==> src/rtl/simd_inst_encoder.sv <==
// SIMD instruction encoder: packs field requests into 16-bit words and queues them in a FIFO.
// Illegal requests become the canonical NOP, and each one is counted in a saturating counter.
module simd_inst_encoder #(
  parameter int DEPTH = 4
) (
  input  logic                       clk,
  input  logic                       rst,
  input  logic                       flush,
  input  logic                       in_valid,
  output logic                       in_ready,
  input  logic [3:0]                 opcode,
  input  logic [2:0]                 data_mode,
  input  logic                       imm_flag,
  input  logic [7:0]                 imm,
  output logic                       out_valid,
  input  logic                       out_ready,
  output logic [15:0]                inst,
  output logic [$clog2(DEPTH):0]     count,
  output logic [7:0]                 err_cnt
);

  localparam int AW = $clog2(DEPTH);
  localparam logic [AW:0] FULL_CNT = (AW + 1)'(DEPTH);
  localparam logic [15:0] NOP_WORD = 16'h0100;

  logic [15:0]   mem [DEPTH];
  logic [AW-1:0] wr_ptr;
  logic [AW-1:0] rd_ptr;
  logic          legal;
  logic [15:0]   enc_word;
  logic          push;
  logic          pop;

  assign legal    = (opcode <= 4'b1001) && (data_mode <= 3'b101);
  assign enc_word = legal ? {opcode, data_mode, imm_flag, imm} : NOP_WORD;

  // Full blocks pushes outright, so a pop in the same cycle cannot make room.
  assign in_ready  = (count != FULL_CNT) && !flush;
  assign out_valid = (count != '0);
  assign inst      = out_valid ? mem[rd_ptr] : 16'h0000;

  assign push = in_valid && in_ready;
  assign pop  = out_valid && out_ready;

  // Storage has no reset; occupancy and pointers alone define what is valid.
  always_ff @(posedge clk) begin
    if (push && !rst) begin
      mem[wr_ptr] <= enc_word;
    end
  end

  always_ff @(posedge clk) begin
    if (rst) begin
      wr_ptr <= '0;
      rd_ptr <= '0;
      count  <= '0;
    end else if (flush) begin
      wr_ptr <= '0;
      rd_ptr <= '0;
      count  <= '0;
    end else begin
      if (push) begin
        wr_ptr <= wr_ptr + 1'b1;
      end
      if (pop) begin
        rd_ptr <= rd_ptr + 1'b1;
      end
      case ({push, pop})
        2'b10:   count <= count + 1'b1;
        2'b01:   count <= count - 1'b1;
        default: count <= count;
      endcase
    end
  end

  // Flush leaves the error history intact; only reset clears it.
  always_ff @(posedge clk) begin
    if (rst) begin
      err_cnt <= '0;
    end else if (push && !legal && (err_cnt != 8'hFF)) begin
      err_cnt <= err_cnt + 1'b1;
    end
  end

endmodule

==> config.mk <==
export PLATFORM = sky130hd
export DESIGN_NAME = simd_inst_encoder
export DESIGN_NICKNAME = d
export VERILOG_FILES = /design/src/rtl/simd_inst_encoder.sv
export SDC_FILE = /design/constraint.sdc
export NUM_CORES = 1
export LEC_CHECK = 0
export CAP_MARGIN = 40
export CELL_PAD_IN_SITES_DETAIL_PLACEMENT = 0
export CELL_PAD_IN_SITES_GLOBAL_PLACEMENT = 1
export CORE_MARGIN = 2
export CORE_UTILIZATION = 47
export CTS_BUF_LIST = sky130_fd_sc_hd__clkbuf_4
export DETAILED_ROUTE_END_ITERATION = 6
export PLACE_DENSITY_LB_ADDON = 0.25
export SYNTH_ARGS = -nofsm -noshare
export SYNTH_HDL_FRONTEND = slang
export SYNTH_SLANG_ARGS = --single-unit
==> constraint.sdc <==
create_clock -name clk -period 2.7 [get_ports clk]
set_clock_uncertainty 0.05 [all_clocks]
set_input_delay 0.54 -clock clk [delete_from_list [all_inputs] [get_ports clk]]
set_output_delay 0.54 -clock clk [all_outputs]
set_load 0.01 [all_outputs]
== Word level (Yosys, flattened, before mapping) ==
Memories as Yosys holds them, arrays and structs flattened. A register that Yosys moved wholly into a read port is not among the register bits.
Index checks and enable logic that the tools add are counted.
W data, S select, Z words.

* Add/sub/neg operators: 5
* Order comparisons: 2
* Eq/ne operators: 4
* Mux-type cells: 7
* Reduce and logical (&&, ||, !) cells: 13

{| class="wikitable"
|+ Operators by type and width
! kind !! number
|-
| $mux W16 || 2
|-
| $add A8 B1 Y8 const B || 1
|-
| $ne A8 B8 Y1 const B || 1
|-
| $logic_and A1 B1 Y1 || 7
|-
| $pmux W3 S2 || 1
|-
| $add A2 B1 Y2 const B || 2
|-
| $le A4 B4 Y1 const B || 1
|-
| $mux W2 || 2
|-
| $add A3 B1 Y3 const B || 1
|-
| $le A3 B3 Y1 const B || 1
|-
| $logic_not A1 Y1 || 3
|-
| $ne A3 B3 Y1 const B || 1
|-
| $reduce_bool A3 Y1 || 1
|-
| $sub A3 B1 Y3 const B || 1
|-
| $eq A2 B1 Y1 const B || 1
|-
| $eq A2 B2 Y1 const B || 1
|-
| $mux W1 || 2
|-
| $reduce_bool A2 Y1 || 1
|-
| $reduce_or A2 Y1 || 1
|}

* Flip-flop bits (word level): 15
* Memory bits (writable): 64
* Input bits: 21
* Output and inout bits: 29
* Logic and storage cells: 36
* Memories kept: 1

{| class="wikitable"
|+ Memory list
! memory !! depth !! width !! rd ports !! clocked after memory_dff !! write ports !! line !! source
|-
| mem || 4 || 16 || 1 || 1 || 1 || 26 || <nowiki>logic [15:0] mem [DEPTH];</nowiki>
|}

== Logic depth before layout (Yosys ltp) ==
Gate-level depths: netlist of run 1.

* Depth in word-level cells: 6
* Gate-level depth with buffers: 9
* Mapped depth without buffers: 9

== Least setup slack after synthesis of run 1 ==
OpenSTA, ideal clock, no wires.

* Path type: register to register
* Start point: reg count[2]
* End point: reg count[2]
* Library setup time: 0.070 ns
* Data arrival time: 2.215 ns
* Slack: 0.365 ns
* Stages on the path, launching flop included: 10
* Path through: dfxtp_1 -> or3b_1 -> and2_1 -> inv_1 -> ha_1 -> inv_1 -> fa_1 -> xor2_1 -> or3_1 -> a21oi_1

* Cells in the longest elaborated chain, start to end: 5
* Elaborated cells between the ends (all ways): 11
* Those cells by class: 2 x add/sub; 3 x eq/ne; 1 x mux; 5 x reduce/logical

{| class="wikitable"
|+ RTL lines
! what !! line !! source
|-
| start, declared || 18 || <nowiki>output logic [$clog2(DEPTH):0] count,</nowiki>
|-
| start signal, assigned || 69 || <nowiki>2'b10: count <= count + 1'b1;</nowiki>
|-
| start signal, assigned || 70 || <nowiki>2'b01: count <= count - 1'b1;</nowiki>
|-
| start signal, assigned || 71 || <nowiki>default: count <= count;</nowiki>
|-
| $ne A3 B3 Y1 || 38 || <nowiki>assign in_ready = (count != FULL_CNT) && !flush;</nowiki>
|-
| $logic_and A1 B1 Y1 || 38 ||
|-
| $logic_and A1 B1 Y1 || 42 || <nowiki>assign push = in_valid && in_ready;</nowiki>
|-
| $eq A2 B1 Y1 / $eq A2 B2 Y1 (equally long branches) || 68 || <nowiki>case ({push, pop})</nowiki>
|-
| $pmux W3 S2 / $reduce_bool A2 Y1 (equally long branches) || n/a ||
|}

Parallel ways exist; a longest one is shown, timed or not.
A chain may end at the register's enable or synchronous reset.

==> metrics.md, run 1 <==
| Metric | Value |
|---|---|
| Status | complete, no violations |
| Clock Root Buffer | clkbuf_4 |
| Reg2reg setup slack | 290 ps |
| Final HPWL DP | 4000 µm |
| Final Net Count | 321 |
| Core ar. | 7180 µm² |
| Sw Pwr | 482 µW |
| Clk pwr share | 27.9% |
| Top cells by count, synth | 64 x edfxtp_1, 38 x and2_1, 17 x dfxtp_1 |
| # fillers | 585 |
| Final Core Density | 60.0% |
| RR Startpoint | count[2]$_SDFFE_PP0P_ |
| Logic pwr share | 7.6% |
| R2R cell count | 9 |
| Internal power | 1.63 mW |
| Fin crit share | 96.5% |
| Pre-CTS WS | 15.4 ps |
| Minimum clock period | 2610 ps |
| Crit path capture | inst[8] |
| Max-Cap Viols | 0 |
| Cell variety after synth | 41 |
| Synth Area in Simple Gates | 13.1% |
| Initial cell density of the core | 48.2% |
| Boundary pin count | 50 |
| Mapped cell area | 3460 µm² |
| Flop pwr share | 64.5% |
| WL/cell | 15.1 µm |
| Crit path launch type | flop |
| Synth Area per Inst | 15.5 µm² |
| Pin count of the biggest net entering global routing | 20 |
| Area delta synth->final | 24.7% |
| Yosys top cell by area | edfxtp_1 |
| CTS tree | yes |
| Synth Register Bits | 81 |
| Synth async-reset ratio | 0% |
| Wirelength, routed | 5980 µm |
| Adder-cell area share of the yosys netlist | 2.75% |
| Hold_ws | 470 ps |
| Final ANT Viol Nets | 0 |
| DRC viols | 0 |
| Tot GR Track Use | 16.3% |
| Top-count cell post-synth | edfxtp_1 |
| Post-Synth XOR/XNOR Area | 1.27% |
| Register area share after synthesis | 65.5% |
| DRT Pass-1 Iters | 5 |
| H-tree levels | 3 |
| Sink Count | 81 |
| Row count | 31 |
| Avg Vias per Cell | 5.04 |
| Number of buffers added on ports | 49 |
| Syn_nets | 251 |
| Compound-Gate Fraction of Synth Area | 3.91% |
| Vias in the first global route | 2077 |
| R2r endpoint | count[2]$_SDFFE_PP0P_ |
| Num CTS Buffers | 9 |
| Worst-Skew Late Latency | 390 ps |
| Syn. warnings | 0 |
| Final Max Tran Viols | 0 |
| Post-synthesis instance total | 223 |
| Main combinational cell family by area after synthesis | simple AND/OR/NAND/NOR gates |
| Sw Share | 22.8% |
| Clk buf depth | 2 |
| Power Density | 491 nW/µm² |
| Hold Crit Class | reg2reg |
| Worst Setup End Kind | output port |
| Initial antenna violation count | 0 |
| Final Hold Fails | 0 |
| Die Area | 8060 µm² |
| Via count | 2002 |
| Die Y | 89.8 µm |
| Proportion of layout cells with a drive suffix above 1 | 19.8% |
| Primary FF master, synth | edfxtp_1 |
| Synth top area share | 55.6% |
| Setup violations, final | 0 |
| Clock transition at path regs | 120 ps |
| Most area-consuming cells after synthesis | edfxtp_1 56%, mux4_2 10%, dfxtp_1 9.8%, and2_1 6.9%, ha_1 2.2% |
| Initial DRC count | 158 |
| Worst Path Arrival | 2020 ps |
| Max_slew headroom | 77.7% |
| First-pass GRT wire length | 10200 µm |
| Final Non-Filler Cells | 397 |
| Largest fanout on the critical path | 11 |
| F_max | 384 MHz |
| Post-synth EDFFs | 64 |
| Final setup margin | 94.1 ps |
| Die width | 89.8 µm |
| GPL Wtd Cong | 0.712 |
| VDD IR max | 0.261 mV |
| Critical path class | reg2out |
| Pleak | 1.53 nW |
| Slew @ Worst Pin | 333 ps |
| Antenna cells | 0 |
| Post-Place Cells | 375 |
| Mux contribution to synthesized area | 11.4% |
| Congestion Overflow GR | 0 |
| Worst Path Required | 2110 ps |
## cell usage in the layout (no fill, tap or decap), drive strengths merged, types with 2 or more instances in the layout
cell type and count:
or3 3, and2 39, xnor2 2, nand2b 2, mux2 2, clkdlybuf4s50 35, buf 20, dfxtp 17
o31ai 2, or4 2, nor2 12, inv 7, ha 6, clkbuf 9, nand2 5, dlygate4sd2 13
nand3 2, edfxtp 64, a31oi 2, clkinv 4, nor2b 4, mux4 16, a21oi 6, xor2 3
a311oi 2, clkinvlp 2
## flip-flops by register name, summed over array words and instances (netlist names), named ones only
signal	cells
mem	64
err_cnt	8
wr_ptr	2
count	3
rd_ptr	2
## worst min-delay path by stage
stage	startpoint	to	cells after the start
final	err_cnt[5]$_SDFFE_PP0P_	err_cnt[5]$_SDFFE_PP0P_	2
after global routing	err_cnt[1]$_SDFFE_PP0P_	err_cnt[1]$_SDFFE_PP0P_	2
after detailed placement	err_cnt[5]$_SDFFE_PP0P_	err_cnt[5]$_SDFFE_PP0P_	2
after floorplan	wr_ptr[1]$_SDFFE_PP0P_	wr_ptr[1]$_SDFFE_PP0P_	2
after global placement	err_cnt[5]$_SDFFE_PP0P_	err_cnt[5]$_SDFFE_PP0P_	2
after CTS	err_cnt[5]$_SDFFE_PP0P_	err_cnt[5]$_SDFFE_PP0P_	2
## what timing repair did
item | in CTS | in global routing
gates resized for setup | 14 | 1
hold buffers | 0 | 0
endpoints found under the setup margin | 16 | 3
buffers inserted | 0 | 6
## final cells by class
type | count | area [µm²] | area share (%)
Timing Repair Buffer | 69 | 664 | 15.4
Inverter | 6 | 22.5 | 0.523
Clock inverter | 7 | 46.3 | 1.07
Tap cell | 99 | 124 | 2.88
Multi-Input combinational cell | 126 | 1120 | 26.0
Sequential cell | 81 | 2260 | 52.5
Clock buffer | 9 | 67.6 | 1.57
## kinds of logic after synthesis
kind of cell               Yosys count
AOI/OAI and AO/OA                   18
xor gates and xnor gates             5
DFF                                 81
adders and majority gates            7
buffers and inverters               16
muxes                               19
and+or+nand+nor                     77
## power groups by stage
| stage | combinational, mW | sequential [mW] | clock (mW) |
|---|---|---|---|
| global placement | 0.162 | 1.39 | 0 |
| global route | 0.179 | 1.37 | 0.680 |
| floorplan | 0.0792 | 1.39 | 0 |
| detailed placement | 0.167 | 1.39 | 0 |
| CTS | 0.163 | 1.37 | 0.618 |
| finish | 0.160 | 1.37 | 0.590 |
## routing by layer
| layer | vias up | global-route usage, % | wire (µm) | share of wire (%) |
|---|---|---|---|---|
| li1 | 969 | - | - | - |
| met1 | 972 | 21.4 | 2750 | 46 |
| met2 | 55 | 26.5 | 2890 | 48 |
| met3 | 6 | 3.86 | 272 | 4.5 |
| met4 | 0 | 6.15 | 67 | 1.1 |
| met5 | - | 0 | 0 | 0 |
## worst max-delay path, cell delays in order (launching register included)
cell and delay (ps):
dfxtp_2 360, buf_12 130, buf_4 160, mux4_2 510
and2_1 170, dlygate4sd2_1 280
## per-stage QoR
stage	instance area [µm²]	total power [mW]	setup TNS (ps)
floorplan	3460	1.47	0
global placement	4150	1.55	0
detailed placement	4160	1.56	0
CTS	4260	2.15	0
global route	4310	2.23	-1.18
finish	4310	2.12	0
No activity file was read; power rests on OpenSTA's default activity.
==> inputs of run 2 (changes only) <==
--- a/config.mk
+++ b/config.mk
@@ -5,11 +5,11 @@
 export SDC_FILE = /design/constraint.sdc
 export NUM_CORES = 1
 export LEC_CHECK = 0
-export CAP_MARGIN = 40
+export CAP_MARGIN = 20
 export CELL_PAD_IN_SITES_DETAIL_PLACEMENT = 0
 export CELL_PAD_IN_SITES_GLOBAL_PLACEMENT = 1
 export CORE_MARGIN = 2
-export CORE_UTILIZATION = 47
+export CORE_UTILIZATION = 30
 export CTS_BUF_LIST = sky130_fd_sc_hd__clkbuf_4
 export DETAILED_ROUTE_END_ITERATION = 6
 export PLACE_DENSITY_LB_ADDON = 0.25
==> metrics.md, run 2 (same netlist as run 1, synthesis figures left out) <==
| Metric | Value |
|---|---|
| Row count | 39 (+26%) |
| Final Max Tran Viols | 0 (unchanged) |
| H-tree levels | 3 (unchanged) |
| Max-Cap Viols | 0 (unchanged) |
| Critical path class | reg2out |
| Power Density | 497 nW/µm² (+1.2%) |
| Die Area | 12400 µm² (+54%) |
| Most common cell after layout, fill and taps aside | edfxtp_1 |
| Final Net Count | 313 (-2.5%) |
| Final HPWL DP | 4160 µm (+4.1%) |
| Worst Path Arrival | 1940 ps (-80 ps) |
| Vias in the first global route | 2051 (-1.3%) |
| Antenna cells | 0 (unchanged) |
| Clock Root Buffer | clkbuf_4 |
| RR Startpoint | count[2]$_SDFFE_PP0P_ |
| Worst path top cell family by delay | multiplexers |
| Slew @ Worst Pin | 324 ps (-9.84 ps) |
| Clock transition at path regs | 130 ps (about the same) |
| Sink Count | 81 (unchanged) |
| Avg Vias per Cell | 4.52 (-10%) |
| Setup_tns | 0 ps (unchanged) |
| Status | complete, no violations |
| Hold buffers post-CTS | 0 (unchanged) |
| Slowest stage cell, crit path | mux4_2 |
| Congestion Overflow GR | 0 (unchanged) |
| Num CTS Buffers | 9 (unchanged) |
| Setup violations, final | 0 (unchanged) |
| WL/cell | 15.3 µm (+1.4%) |
| Clk buf depth | 2 (unchanged) |
| Worst path bufs/invs | 2 (-1) |
| Worst Setup End Kind | output port |
| GPL Wtd Cong | 0.755 (+6.0%) |
| DRT Pass-1 Iters | 4 (-1) |
| Via count | 1957 (-2.2%) |
| # fillers | 1118 (+91%) |
| Pleak | 1.48 nW (-2.9%) |
| Largest register by flop count | mem |
| WP depth | 4 (-1) |
| Worst-Skew Late Latency | 410 ps (+20 ps) |
| Initial DRC count | 108 (-32%) |
| Commonest non-fill, non-tap cells in the layout | 64 x edfxtp_1, 38 x and2_1, 33 x clkdlybuf4s50_1 |
| Fin crit share | 93.8% (-2.7 points) |
| CP Cell Sequence | buf_12 > mux4_2 > and2_1 > dlygate4sd2_1 |
| Max_slew headroom | 78.4% (+0.66 points) |
| Wirelength, routed | 6620 µm (+11%) |
| Pin count of the biggest net entering global routing | 20 (unchanged) |
| Final Hold Fails | 0 (unchanged) |
| DRC viols | 0 (unchanged) |
| Die width | 111 µm (+24%) |
| Largest register FFs | 64 (unchanged) |
| Wire length on met3 | 310 µm (+14%) |
| R2R cell count | 9 (unchanged) |
| Final Non-Filler Cells | 433 (+9.1%) |
| Final ANT Viol Nets | 0 (unchanged) |
| Worst Path Required | 2110 ps (about the same) |
| Met2 WL | 3220 µm (+11%) |
| Hold Crit Class | reg2reg |
| Boundary pin count | 50 (unchanged) |
| First-pass GRT wire length | 10900 µm (+6.7%) |
| CTS tree | yes |
| Largest registers | mem x64, err_cnt x8, count x3 |
| Proportion of layout cells with a drive suffix above 1 | 17.6% (-2.2 points) |
| Minimum clock period | 2530 ps (-74.0 ps) |
| Delay of the slowest critical-path stage | 510 ps (about the same) |
| RSZ-0062 raised after global routing | false |
| Post-Place Cells | 417 (+11%) |
| Area delta synth->final | 25.3% |
| Post-Route M1 WL | 3050 µm (+11%) |
| R2r endpoint | count[2]$_SDFFE_PP0P_ |
| VDD IR max | 0.227 mV (-13%) |
| Reg2reg setup slack | 280 ps (about the same) |
| Core ar. | 11300 µm² (+58%) |
| Reg area | 2260 µm² (unchanged) |
| Top sig layer | met4 |
| Largest fanout on the critical path | 16 (+5) |
| Hold path start | wr_ptr[1]$_SDFFE_PP0P_ |
| Tot GR Track Use | 11.4% (-4.9 points) |
| Initial antenna violation count | 0 (unchanged) |
| Number of buffers added on ports | 49 (unchanged) |
| Initial cell density of the core | 30.5% (-18 points) |
| Worst Hold Path EP | wr_ptr[1]$_SDFFE_PP0P_ |
| F_max | 395 MHz (+2.9%) |
| Hold path cells | 2 (unchanged) |
| Crit path launch type | flop |
| Multi-input logic area | 1120 µm² (unchanged) |
| Die Y | 111 µm (+24%) |
-- run 2: cell count changes in the layout (fill, tap and decap cells not counted) --
cell             delta
buf_12              +2
buf_4              -10
clkdlybuf4s50_1     -2
clkinv_2            -2
clkinvlp_4          +1
dlygate4sd2_1       +3
dlymetal6s2s_1      -1
inv_8               +1
-- run 2: how the worst max path moves through the flow --
stage / startpoint / end / slack (ps)
after CTS: flop / inst[8] / 130
after detailed placement: flush / count[2]$_SDFFE_PP0P_ / 30
after floorplan: count[2]$_SDFFE_PP0P_ / count[2]$_SDFFE_PP0P_ / 360
after global placement: flush / count[2]$_SDFFE_PP0P_ / 80
final: flop / inst[8] / 170
after global routing: flop / inst[8] / 70
-- run 2: layout make-up --
cell class | instances | share of cell area [%]
Clock buffer | 9 | 1.56
Clock inverter | 7 | 1.27
Inverter | 6 | 0.520
Multi-Input combinational cell | 126 | 25.9
Sequential cell | 81 | 52.3
Tap cell | 143 | 4.13
Timing Repair Buffer | 61 | 14.4
-- run 2: tightest hold or removal path, stage by stage (launching register included) --
cell and delay [ps]:
dfxtp_1 360, nand2_1 60, a21oi_1 50
-- run 2: per-layer routing --
metal	up-vias	global-route usage, %
li1	955	-
met1	948	14.5
met2	52	18.6
met3	2	4.08
met4	0	2.96
met5	-	0
-- run 2: repair_timing --
| action | in CTS | in global routing |
|---|---|---|
| gates resized for setup | 17 | 0 |
| setup buffers | 0 | 0 |
| hold endpoints to repair | 0 | 0 |
| setup endpoints to repair | 16 | 0 |
-- run 2: per-stage QoR --
step	hold WS [ps]	instance area [µm²]	util, %	setup WS (ps)	power, mW
3_5_place_dp	443	4230	37.3	30.1	1.56
5_1_grt	500	4330	38.3	72.2	2.26
4_1_cts	462	4330	38.3	127	2.19
2_1_floorplan	419	3460	-	365	1.47
3_3_place_gp	451	4230	37.3	84.5	1.56
6_report	458	4330	38.3	168	2.15
-- run 2: report_power, final --
group / total, mW / internal [mW] / switching [mW]
combinational: 0.162 / 0.0845 / 0.0770
clock: 0.626 / 0.196 / 0.430
sequential: 1.37 / 1.36 / 0.00566
total: 2.15 / 1.64 / 0.513
